## config.mk

```make
export PLATFORM = sky130hd
export DESIGN_NAME = multicycle_controller
export DESIGN_NICKNAME = d
export VERILOG_FILES = /design/src/rtl/multicycle_controller.sv
export SDC_FILE = /design/constraint.sdc
export NUM_CORES = 1
export LEC_CHECK = 0
export ABC_AREA = 1
export BUFFER_PORTS_ARGS = -buffer_cell sky130_fd_sc_hd__buf_2
export CORE_ASPECT_RATIO = 0.6
export CORE_MARGIN = 3
export CORE_UTILIZATION = 55
export DETAILED_ROUTE_END_ITERATION = 10
export PLACE_DENSITY = 0.84
export SETUP_SLACK_MARGIN = 0.05
export SLEW_MARGIN = 20
export SYNTH_ARGS = -nofsm -noshare
export SYNTH_HDL_FRONTEND = slang
export SYNTH_SLANG_ARGS = --single-unit
```

## constraint.sdc

```tcl
create_clock -name clock -period 2.48 [get_ports clock]
set_clock_uncertainty 0.15 [all_clocks]
set_input_delay 0.124 -clock clock [delete_from_list [all_inputs] [get_ports clock]]
set_output_delay 0.124 -clock clock [all_outputs]
set_load 0.02 [all_outputs]
```

## src/rtl/multicycle_controller.sv

```systemverilog
`timescale 1ns/1ps
`default_nettype none
// ============================================================================
//  Module      : multicycle_controller
//  Description : Control FSM for a multicycle RISC-V style datapath. Sequences
//                fetch/decode/execute/memory/write-back, guards memory
//                handshakes with a wait-cycle timeout, counts retired
//                instructions and latches a sticky trap with a fault cause.
//  Revision    : 1.0 - initial release
// ============================================================================
module multicycle_controller #(
    parameter int MEM_TIMEOUT = 8,
    parameter int INSTRET_W   = 32
) (
    input  logic                 clock,
    input  logic                 reset,
    input  logic [6:0]           opcode,
    input  logic [2:0]           funct3,
    input  logic                 zero,
    input  logic                 mem_ready,
    output logic                 pc_write,
    output logic                 ir_write,
    output logic                 reg_write,
    output logic                 mem_read,
    output logic                 mem_write,
    output logic                 mem_addr_sel,
    output logic [1:0]           alu_src_a,
    output logic [1:0]           alu_src_b,
    output logic [1:0]           alu_op,
    output logic                 mem_to_reg,
    output logic                 pc_src,
    output logic [3:0]           state,
    output logic [INSTRET_W-1:0] instret,
    output logic                 trap,
    output logic [1:0]           trap_cause
);

    typedef enum logic [3:0] {
        FETCH  = 4'd0,
        DECODE = 4'd1,
        EXEC_R = 4'd2,
        EXEC_I = 4'd3,
        ADDR   = 4'd4,
        MEM_RD = 4'd5,
        MEM_WR = 4'd6,
        WB_ALU = 4'd7,
        WB_MEM = 4'd8,
        BRANCH = 4'd9,
        TRAP   = 4'd10
    } state_t;

    localparam logic [6:0] c_OP_RTYPE  = 7'b0110011;
    localparam logic [6:0] c_OP_ITYPE  = 7'b0010011;
    localparam logic [6:0] c_OP_LOAD   = 7'b0000011;
    localparam logic [6:0] c_OP_STORE  = 7'b0100011;
    localparam logic [6:0] c_OP_BRANCH = 7'b1100011;
    localparam logic [1:0] c_CAUSE_ILL = 2'b01;
    localparam logic [1:0] c_CAUSE_TMO = 2'b10;
    localparam logic [7:0] c_TIMEOUT   = 8'(MEM_TIMEOUT);

    state_t                 state_q, state_d;
    logic [7:0]             wait_q, wait_d;
    logic [1:0]             cause_q, cause_d;
    logic                   trap_q;
    logic [INSTRET_W-1:0]   instret_q, instret_d;
    logic                   timeout;
    logic                   waiting;

    // A stalled access has exhausted its budget only if memory is still not ready
    assign timeout = (wait_q == c_TIMEOUT) && !mem_ready;
    assign waiting = (state_q == FETCH) || (state_q == MEM_RD) || (state_q == MEM_WR);

    // Next-state, datapath controls, fault cause, retire count and wait counter
    always_comb begin
        state_d      = state_q;
        cause_d      = cause_q;
        instret_d    = instret_q;
        wait_d       = wait_q;
        pc_write     = 1'b0;
        ir_write     = 1'b0;
        reg_write    = 1'b0;
        mem_read     = 1'b0;
        mem_write    = 1'b0;
        mem_addr_sel = 1'b0;
        alu_src_a    = 2'd0;
        alu_src_b    = 2'd0;
        alu_op       = 2'b00;
        mem_to_reg   = 1'b0;
        pc_src       = 1'b0;

        case (state_q)
            FETCH: begin
                alu_src_b = 2'd1;
                if (timeout) begin
                    state_d = TRAP;
                    cause_d = c_CAUSE_TMO;
                end else begin
                    mem_read = 1'b1;
                    if (mem_ready) begin
                        ir_write = 1'b1;
                        pc_write = 1'b1;
                        state_d  = DECODE;
                    end
                end
            end
            DECODE: begin
                // Branch target is computed here from the old PC
                alu_src_a = 2'd2;
                alu_src_b = 2'd2;
                case (opcode)
                    c_OP_RTYPE:              state_d = EXEC_R;
                    c_OP_ITYPE:              state_d = EXEC_I;
                    c_OP_LOAD, c_OP_STORE:   state_d = ADDR;
                    c_OP_BRANCH:             state_d = BRANCH;
                    default: begin
                        state_d = TRAP;
                        cause_d = c_CAUSE_ILL;
                    end
                endcase
            end
            EXEC_R: begin
                alu_src_a = 2'd1;
                alu_op    = 2'b10;
                state_d   = WB_ALU;
            end
            EXEC_I: begin
                alu_src_a = 2'd1;
                alu_src_b = 2'd2;
                alu_op    = 2'b10;
                state_d   = WB_ALU;
            end
            ADDR: begin
                alu_src_a = 2'd1;
                alu_src_b = 2'd2;
                state_d   = (opcode == c_OP_LOAD) ? MEM_RD : MEM_WR;
            end
            MEM_RD: begin
                mem_addr_sel = 1'b1;
                if (timeout) begin
                    state_d = TRAP;
                    cause_d = c_CAUSE_TMO;
                end else begin
                    mem_read = 1'b1;
                    if (mem_ready) state_d = WB_MEM;
                end
            end
            MEM_WR: begin
                mem_addr_sel = 1'b1;
                if (timeout) begin
                    state_d = TRAP;
                    cause_d = c_CAUSE_TMO;
                end else begin
                    mem_write = 1'b1;
                    if (mem_ready) begin
                        state_d   = FETCH;
                        instret_d = instret_q + INSTRET_W'(1);
                    end
                end
            end
            WB_ALU: begin
                reg_write = 1'b1;
                state_d   = FETCH;
                instret_d = instret_q + INSTRET_W'(1);
            end
            WB_MEM: begin
                reg_write  = 1'b1;
                mem_to_reg = 1'b1;
                state_d    = FETCH;
                instret_d  = instret_q + INSTRET_W'(1);
            end
            BRANCH: begin
                alu_src_a = 2'd1;
                alu_op    = 2'b01;
                pc_src    = 1'b1;
                pc_write  = ((funct3 == 3'b000) && zero) || ((funct3 == 3'b001) && !zero);
                state_d   = FETCH;
                instret_d = instret_q + INSTRET_W'(1);
            end
            TRAP: begin
                state_d = TRAP;
            end
            default: begin
                state_d = TRAP;
                cause_d = c_CAUSE_ILL;
            end
        endcase

        // Reset abandons whatever is in flight: no strobe may reach the datapath
        if (!reset) begin
            pc_write  = 1'b0;
            ir_write  = 1'b0;
            reg_write = 1'b0;
            mem_read  = 1'b0;
            mem_write = 1'b0;
        end

        if (state_d != state_q) begin
            wait_d = 8'd0;
        end else if (waiting && !mem_ready) begin
            wait_d = wait_q + 8'd1;
        end
    end

    // State, counters and sticky fault registers
    always_ff @(posedge clock) begin
        if (!reset) begin
            state_q   <= FETCH;
            wait_q    <= 8'd0;
            cause_q   <= 2'b00;
            trap_q    <= 1'b0;
            instret_q <= '0;
        end else begin
            state_q   <= state_d;
            wait_q    <= wait_d;
            cause_q   <= cause_d;
            instret_q <= instret_d;
            if (state_d == TRAP) trap_q <= 1'b1;
        end
    end

    assign state      = state_q;
    assign instret    = instret_q;
    assign trap       = trap_q;
    assign trap_cause = cause_q;

endmodule
`default_nettype wire

```

After elaboration in Yosys (flattened, before gate mapping). Index checks and enable logic that the tools add are counted.

Register bits after elaboration: 47. Bits of input ports: 14. Output and inout port bits: 53. Logic and storage cells: 92.

Add/sub/neg operators: 2. Equal/unequal tests: 23. Muxes and demuxes: 34. Bitwise gates (word level): 2. Reduce and logical (&&, ||, !) cells: 26.

Operator list (count): 2-to-1 mux 32 bit (2); case mux 32 bit (2 select lines) (1); adder 32 x 1 -> 32 bit (second input constant) (1); case mux 4 bit (7 select lines) (1); 2-to-1 mux 4 bit (6); equality test 4 x 3 -> 1 bit (second input constant) (4); equality test 4 bit (second input constant) (4); case mux 4 bit (4 select lines) (1); 2-to-1 mux 1 bit (15); equality test 7 x 6 -> 1 bit (second input constant) (2); case mux 2 bit (2 select lines) (3); OR reduction 2 bit (6); OR reduction 3 bit (3); adder 8 x 1 -> 8 bit (second input constant) (1); equality test 4 x 2 -> 1 bit (second input constant) (2); equality test 8 x 4 -> 1 bit (second input constant) (1); equality test 7 x 2 -> 1 bit (second input constant) (1); equality test 7 x 5 -> 1 bit (second input constant) (1); equality test 7 bit (second input constant) (1); OR reduction 7 bit (1); 2-to-1 mux 2 bit (3); inequality test 2 bit (second input constant) (3); case mux 2 bit (3 select lines) (1); AND reduction 3 bit (2); 14 further kinds (21).

Logic depth before layout (Yosys ltp). Gate-level depths: netlist (run 1).

Depth in word-level cells: 6. Depth in mapped cells: 13.

Least setup slack after synthesis (run 1). OpenSTA, ideal clock, no wires.

Path type: flip-flop to flip-flop. Start: register instret_q[0], in the netlist instret[0]. End: register instret_q[18], in the netlist instret[18]. Setup time: 0.115 ns. Arrival: 1.693 ns. Data required time: 2.215 ns. Slack: 0.522 ns. Cell stages (with the launch flop): 13. Path buffers: 0. Clock period less this slack: 1.958 ns. Cell sequence: dfxtp_1 > ha_1 > nand3_2 > nor2_2 > inv_1 > nor2_4 > nand2_4 > nor2_4 > nand2_2 > nor2_4 > nand3_1 > nand2_1 > nor2_1.

Word-level cells in the longest chain between the ends: 4.

Ends and longest elaborated chain: from (decl) (line 65) `logic [INSTRET_W-1:0] instret_q, instret_d;`; from (signal assigned) (line 216) `instret_q <= instret_d;`; adder 32 x 1 -> 32 bit (*); 2-to-1 mux 32 bit (line 154) `if (mem_ready) begin`; 2-to-1 mux 32 bit (line 149) `if (timeout) begin`; case mux 32 bit (2 select lines) (*) (line 91) `case (state_q)`.

Every way passes the cells marked *; elsewhere a longest branch is shown, timed or not. The select of a mux whose other input is x is not followed. A chain may end at the register's enable or synchronous reset.

Final worst setup path (run 1). Same ends and word-level chain as after synthesis.

==> results.yml, run 1 <==
power:
  ir_worst_vdd_v: 0.000477
  p_comb_share_pct: 49.4
  power.density_mw_per_mm2: 794
  power.leakage_nw: 1.58
  p_clk_share_pct: 18.3
  p_sw_w: 0.00134
  p_sw_share_pct: 48.0
  p_seq_share_pct: 32.2
  cellInternalPower_w: 0.00145
place:
  post-dp-hpwl_um: 6310
  io_buffers: 66
  place.gp.congestion: 0.968
  dp_cells: 602
sta:
  maxSlewViolCount: 0
  slew_headroom_pct: 71.2
  hold_violations: 0
  final.min_clock_period_ns: 2.13
  rsz0062_at_grt: "no"
  fin_hold_ws_ns: 0.0293
  worstMarginPinSlew_ns: 0.432
  tns_ns: 0
  fin_crit_sh_pct: 85.7
  fmax_mhz: 470
  finalSetupViolations: 0
status:
  outcome: "finished clean"
detailed_routing:
  postRouteAntennaNets: 0
  vias: 3298
  dr.pass1.iters: 5
  drt-total-wl_um: 8150
  drc: 0
  avgViaCountPerCell: 5.41
  drtIter0Drc: 252
  wl_per_cell_um: 13.4
die:
  die_h_um: 63.6
  top_level_ports: 67
  core_mm2: 0.00520
  start_util_pct: 58.4
  die_w_um: 102
  dieArea_mm2: 0.00648
  rows: 20
clock_network:
  cts_hold_buf: 0
  cts_sinks: 47
  cts_tree: "done"
  cts.clk_slew.worst_paths_ns: 0.10
  insertion_delay_ns: 0.32
  cts_resized: 0
  ctsHtreeMaxLevel: 2
  root_buffer: "clkbuf_8"
  post-cts-setup-buffers: 0
  clock_path_buffers: 2
  cts-buffers-inserted: 5
cells_and_area:
  final_cell_mix: "nand2_1, nor2_1, buf_2"
  drive_gt1_share_pct: 21.7
  fin_nets: 560
  final_common_cell: "nand2_1"
  stdcell_count: 610
  antenna_cells: 0
  fillCellCount: 492
  syn2layout_area_growth_pct: 16.0
min_path:
  hp-class: "input port to register"
grt:
  grt.total_usage_pct: 25.2
  grt_pass1_vias: 2798
  antenna_found_initial: 0
  overflow: 0
  grt_pass1_wl_um: 13000
  grt_max_degree: 29
setup_path:
  rr_startpoint: "instret[0]$_SDFFE_PN0P_"
  cp_cell_sequence: "ha_1 > nand3_2 > nor2_2 > inv_1 > nor2_4 > nand2_4 > nor2_4 > nand2_2 > nor2_4 > nand3_1 > nand2_1 > nor2_1"
  r2r_end: "instret[18]$_SDFFE_PN0P_"
  slowest_stage: "dfxtp_1"
  max_stage_delay_ns: 0.40
  cp_max_fo: 5
  cp-start-kind: "register"
  cp.arrival_ns: 2.19
  cp_common_cell: "nor2_4"
  startpoint: "instret[0]$_SDFFE_PN0P_"
  r2r_cells: 12
  critPathCapture: "instret[18]$_SDFFE_PN0P_"
  r2r_slack_ns: 0.35
  crit_required_ns: 2.54
  crit_type: "register to register"
  worstSetupEndpointType: "register"
yosys:
  synth.distinct_cells: 34
  syn_avg_cell_area_um2: 6.38
  syn_inst: 476
  synth-seq-cells: 47
  syn-cell-area_mm2: 0.00304
  synth_seq_area_share_pct: 31.0
  yosys_warnings: 0
  syn_nets: 493
flow_run:
  drv_cap: 0
-- how the worst min path moves through the flow --
stage                          startpoint                    endpoint  slack [ns]  depth (start not counted)
6_report                            reset    instret[15]$_SDFFE_PN0P_        0.03                          3
4_1_cts                             reset    instret[15]$_SDFFE_PN0P_        0.02                          3
3_3_place_gp            trap$_SDFFE_PN0N_           trap$_SDFFE_PN0N_        0.30                          2
3_5_place_dp   trap_cause[1]$_SDFFE_PN0P_  trap_cause[1]$_SDFFE_PN0P_        0.31                          2
5_1_grt                             reset    instret[18]$_SDFFE_PN0P_        0.05                          3
2_1_floorplan                       reset    instret[10]$_SDFFE_PN0P_        0.11                          2
-- sequential cells by signal (all words and copies together), names as in the netlist --
| signal | count |
|---|---|
| instret | 32 |
| wait_q | 8 |
| state | 4 |
| trap_cause | 2 |
| trap | 1 |
-- layer usage --
metal | wire, um | vias up | global-route usage [%]
met2 | 3100 | 162 | 33.1
met4 | 108 | 2 | 7.04
met5 | 42 | - | 5.98
li1 | - | 1660 | -
met1 | 4170 | 1461 | 39.0
met3 | 725 | 13 | 6.19
-- logic make-up after synthesis --
group	synth area share (%)
multiplexers	0.700
adder cells (fa/ha/maj)	1.24
AND/OR/NAND/NOR	45.2
buffers and inverters	8.11
AO/OA/AOI/OAI	8.86
flip-flops	31.0
XOR/XNOR	4.90
-- power by group through the flow --
stage	clock (W)	combinational, W	sequential, W
6_report	0.000514	0.00138	0.000902
5_1_grt	0.000548	0.00152	0.000909
4_1_cts	0.000525	0.00138	0.000900
3_5_place_dp	0	0.00137	0.000918
3_3_place_gp	0	0.00135	0.000914
2_1_floorplan	0	0.000953	0.000979
-- through the flow --
stage          total power (W)  instance area, um^2  utilization (%)  worst slack (ns)
2_1_floorplan          0.00193                 3040                -             0.522
3_3_place_gp           0.00226                 3430             65.8             0.433
3_5_place_dp           0.00229                 3430             65.8             0.395
4_1_cts                0.00280                 3520             67.7             0.368
5_1_grt                0.00298                 3520             67.7             0.202
6_report               0.00280                 3520             67.7             0.354
-- synth_stat cells --
cell type    n  area [um^2]
nand3b_1     3         22.5
nand3_4      2         35.0
a31oi_1      1         6.26
nand4_1      9         56.3
nor3_2       2         20.0
nand2b_1     1         6.26
clkbuf_1     4         15.0
mux2_2       1         11.3
o21a_1       2         15.0
nor2_1      75          282
nor3_1      18         90.1
nand3_2      5         50.1
mux2i_1      1         10.0
buf_4        2         15.0
o21ai_0     12         60.1
or2_2        1         6.26
inv_2        6         22.5
ha_1         3         37.5
xor2_1      13          114
inv_1       49          184
nand2_4      3         33.8
and3_1       1         6.26
dfxtp_1     47          941
nor2_2      11         68.8
xnor2_1      4         35.0
nor3b_1      1         7.51
nand2_2      6         37.5
nand2_1    121          454
a21boi_0     1         7.51
nor2_4       4         45.0
buf_2        2         10.0
a21oi_1     36          180
nand3_1     28          140
nor3b_2      1         12.5
-- cell type report --
type                       count  area, um^2  area share (%)
clock buffer                   6        82.6            2.34
clock inverter                 2        16.3           0.461
inverter                      55         206            5.86
multi-input combinational    366        1850            52.5
sequential                    47         941            26.7
tap                           66        82.6            2.34
timing repair buffer          68         345            9.80
-- worst max-delay path: cells and delay by family, from the launching register on --
kind                     cells  cell delay [ns]
flip-flops                   1             0.40
adder cells (fa/ha/maj)      1             0.26
buffers and inverters        1             0.14
AND/OR/NAND/NOR             10             1.07
No activity file was read; power rests on OpenSTA's default activity.
==> inputs of run 2 (changes only) <==
- GPL_TIMING_DRIVEN: not set -> 0
- PLACE_DENSITY: 0.84 -> 0.85
==> results.yml, run 2 (synthesis results as in run 1) <==
die:
  die_h_um: 63.6
  top_level_ports: 67
  start_util_pct: 58.4
  die_w_um: 102
  rows: 20
  dieArea_mm2: 0.00648
  core_mm2: 0.00520
setup_path:
  rr_startpoint: "instret[0]$_SDFFE_PN0P_"
  crit_required_ns: 2.54
  crit_type: "register to register"
  cp-start-kind: "register"
  cp.arrival_ns: 2.25
  r2r_cells: 12
  worstSetupEndpointType: "register"
  cp_max_fo: 5
  r2r_end: "instret[18]$_SDFFE_PN0P_"
  r2r_slack_ns: 0.29
sta:
  hold_violations: 0
  worstMarginPinSlew_ns: 0.616
  final.min_clock_period_ns: 2.19
  slew_headroom_pct: 59.0
  fmax_mhz: 457
  tns_ns: 0
  maxSlewViolCount: 0
  fin_crit_sh_pct: 88.3
  finalSetupViolations: 0
  fin_hold_ws_ns: 0.0570
  rsz0062_at_grt: "no"
clock_network:
  cts-buffers-inserted: 5
  cts_sinks: 47
  post-cts-setup-buffers: 0
  clock_path_buffers: 2
  insertion_delay_ns: 0.31
  cts.clk_slew.worst_paths_ns: 0.09
  root_buffer: "clkbuf_8"
  ctsHtreeMaxLevel: 2
  cts_tree: "done"
power:
  ir_worst_vdd_v: 0.000368
  power.density_mw_per_mm2: 795
  power.leakage_nw: 1.60
cells_and_area:
  fin_nets: 567
  final_cell_mix: "nand2_1, nor2_1, buf_2"
  final_common_cell: "nand2_1"
  syn2layout_area_growth_pct: 16.8
  antenna_cells: 0
  largest_reg_flops: 32
  drive_gt1_share_pct: 21.8
detailed_routing:
  drc: 0
  dr.pass1.iters: 5
  avgViaCountPerCell: 5.41
  wl_per_cell_um: 13.9
  drtIter0Drc: 261
  drt-total-wl_um: 8580
  vias: 3338
  postRouteAntennaNets: 0
place:
  post-dp-hpwl_um: 6770
  place.gp.congestion: 0.997
  io_buffers: 66
grt:
  met1_usage_pct: 40.7
  grt.met3_usage_pct: 6.08
  grt_use_met2_pct: 39.4
  grt_pass1_wl_um: 13900
  grt_pass1_vias: 2921
  grt_max_degree: 16
  antenna_found_initial: 0
  grt.total_usage_pct: 27.1
  grt.busiest_layer: "met1"
  overflow: 0
status:
  outcome: "finished clean"
flow_run:
  drv_cap: 0
min_path:
  hold_depth: 4
  hold_end: "state[3]$_SDFF_PN0_"
  hp-class: "input port to register"
  hp-start: "mem_ready"
-- run 2: cell types whose count changed in the layout (fill, tap and decap cells not counted), sizes merged --
cell | previous run | this run
clkinvlp | 1 | 0
clkinv | 1 | 2
clkbuf | 6 | 9
dlygate4sd3 | 0 | 1
buf | 68 | 70
inv | 55 | 56
-- run 2: final cells by class --
cell class                      instances  area, um^2
Fill cell                             501        1660
Timing Repair Buffer                   67         340
Clock buffer                            5        68.8
Multi-Input combinational cell        366        1850
Clock inverter                          3        18.8
Inverter                               55         206
Buffer                                  8        40.0
Tap cell                               66        82.6
Sequential cell                        47         941
-- run 2: power by group --
part	switching, W	internal (W)
registers	0.0000912	0.000822
logic	0.00100	0.000427
clock network	0.000280	0.000199
-- run 2: through the flow --
step / utilization [%] / worst slack, ns / cell area, um^2 / cells / power, W
after floorplan: - / 0.522 / 3040 / 476 / 0.00193
after detailed placement: 66.3 / 0.348 / 3450 / 608 / 0.00233
after CTS: 68.2 / 0.321 / 3550 / 617 / 0.00280
after global routing: 68.2 / 0.133 / 3550 / 617 / 0.00301
after global placement: 66.3 / 0.417 / 3450 / 608 / 0.00229
final: 68.2 / 0.289 / 3550 / 617 / 0.00282
-- run 2: worst max path at each step --
stage | start | endpoint | cells past startpoint
after CTS | instret[0]$_SDFFE_PN0P_ | instret[18]$_SDFFE_PN0P_ | 12
after global placement | instret[0]$_SDFFE_PN0P_ | instret[18]$_SDFFE_PN0P_ | 12
after floorplan | instret[0]$_SDFFE_PN0P_ | instret[18]$_SDFFE_PN0P_ | 12
final | instret[0]$_SDFFE_PN0P_ | instret[18]$_SDFFE_PN0P_ | 12
after detailed placement | instret[0]$_SDFFE_PN0P_ | instret[18]$_SDFFE_PN0P_ | 12
after global routing | instret[0]$_SDFFE_PN0P_ | instret[18]$_SDFFE_PN0P_ | 12
-- run 2: worst max-delay path, cell delays in order, from the launching register on --
cell and delay, ns:
dfxtp_1 0.41, ha_1 0.27, nand3_2 0.13, nor2_2 0.18, inv_1 0.16, nor2_4 0.17, nand2_4 0.07, nor2_4 0.13
nand2_2 0.10, nor2_4 0.12, nand3_1 0.08, nand2_1 0.07, nor2_1 0.04
-- run 2: layer usage --
layer,share of wire (%),vias to the layer above
met5,0,-
li1,-,1669
met4,0.72,0
met3,11,11
met2,41,170
met1,48,1488
-- run 2: repair_timing --
| item | in CTS | in global routing |
|---|---|---|
| setup endpoints to repair | 0 | 0 |
| hold buffers | 1 | 0 |
| resized for setup | 0 | 0 |
| hold endpoints to repair | 4 | 0 |
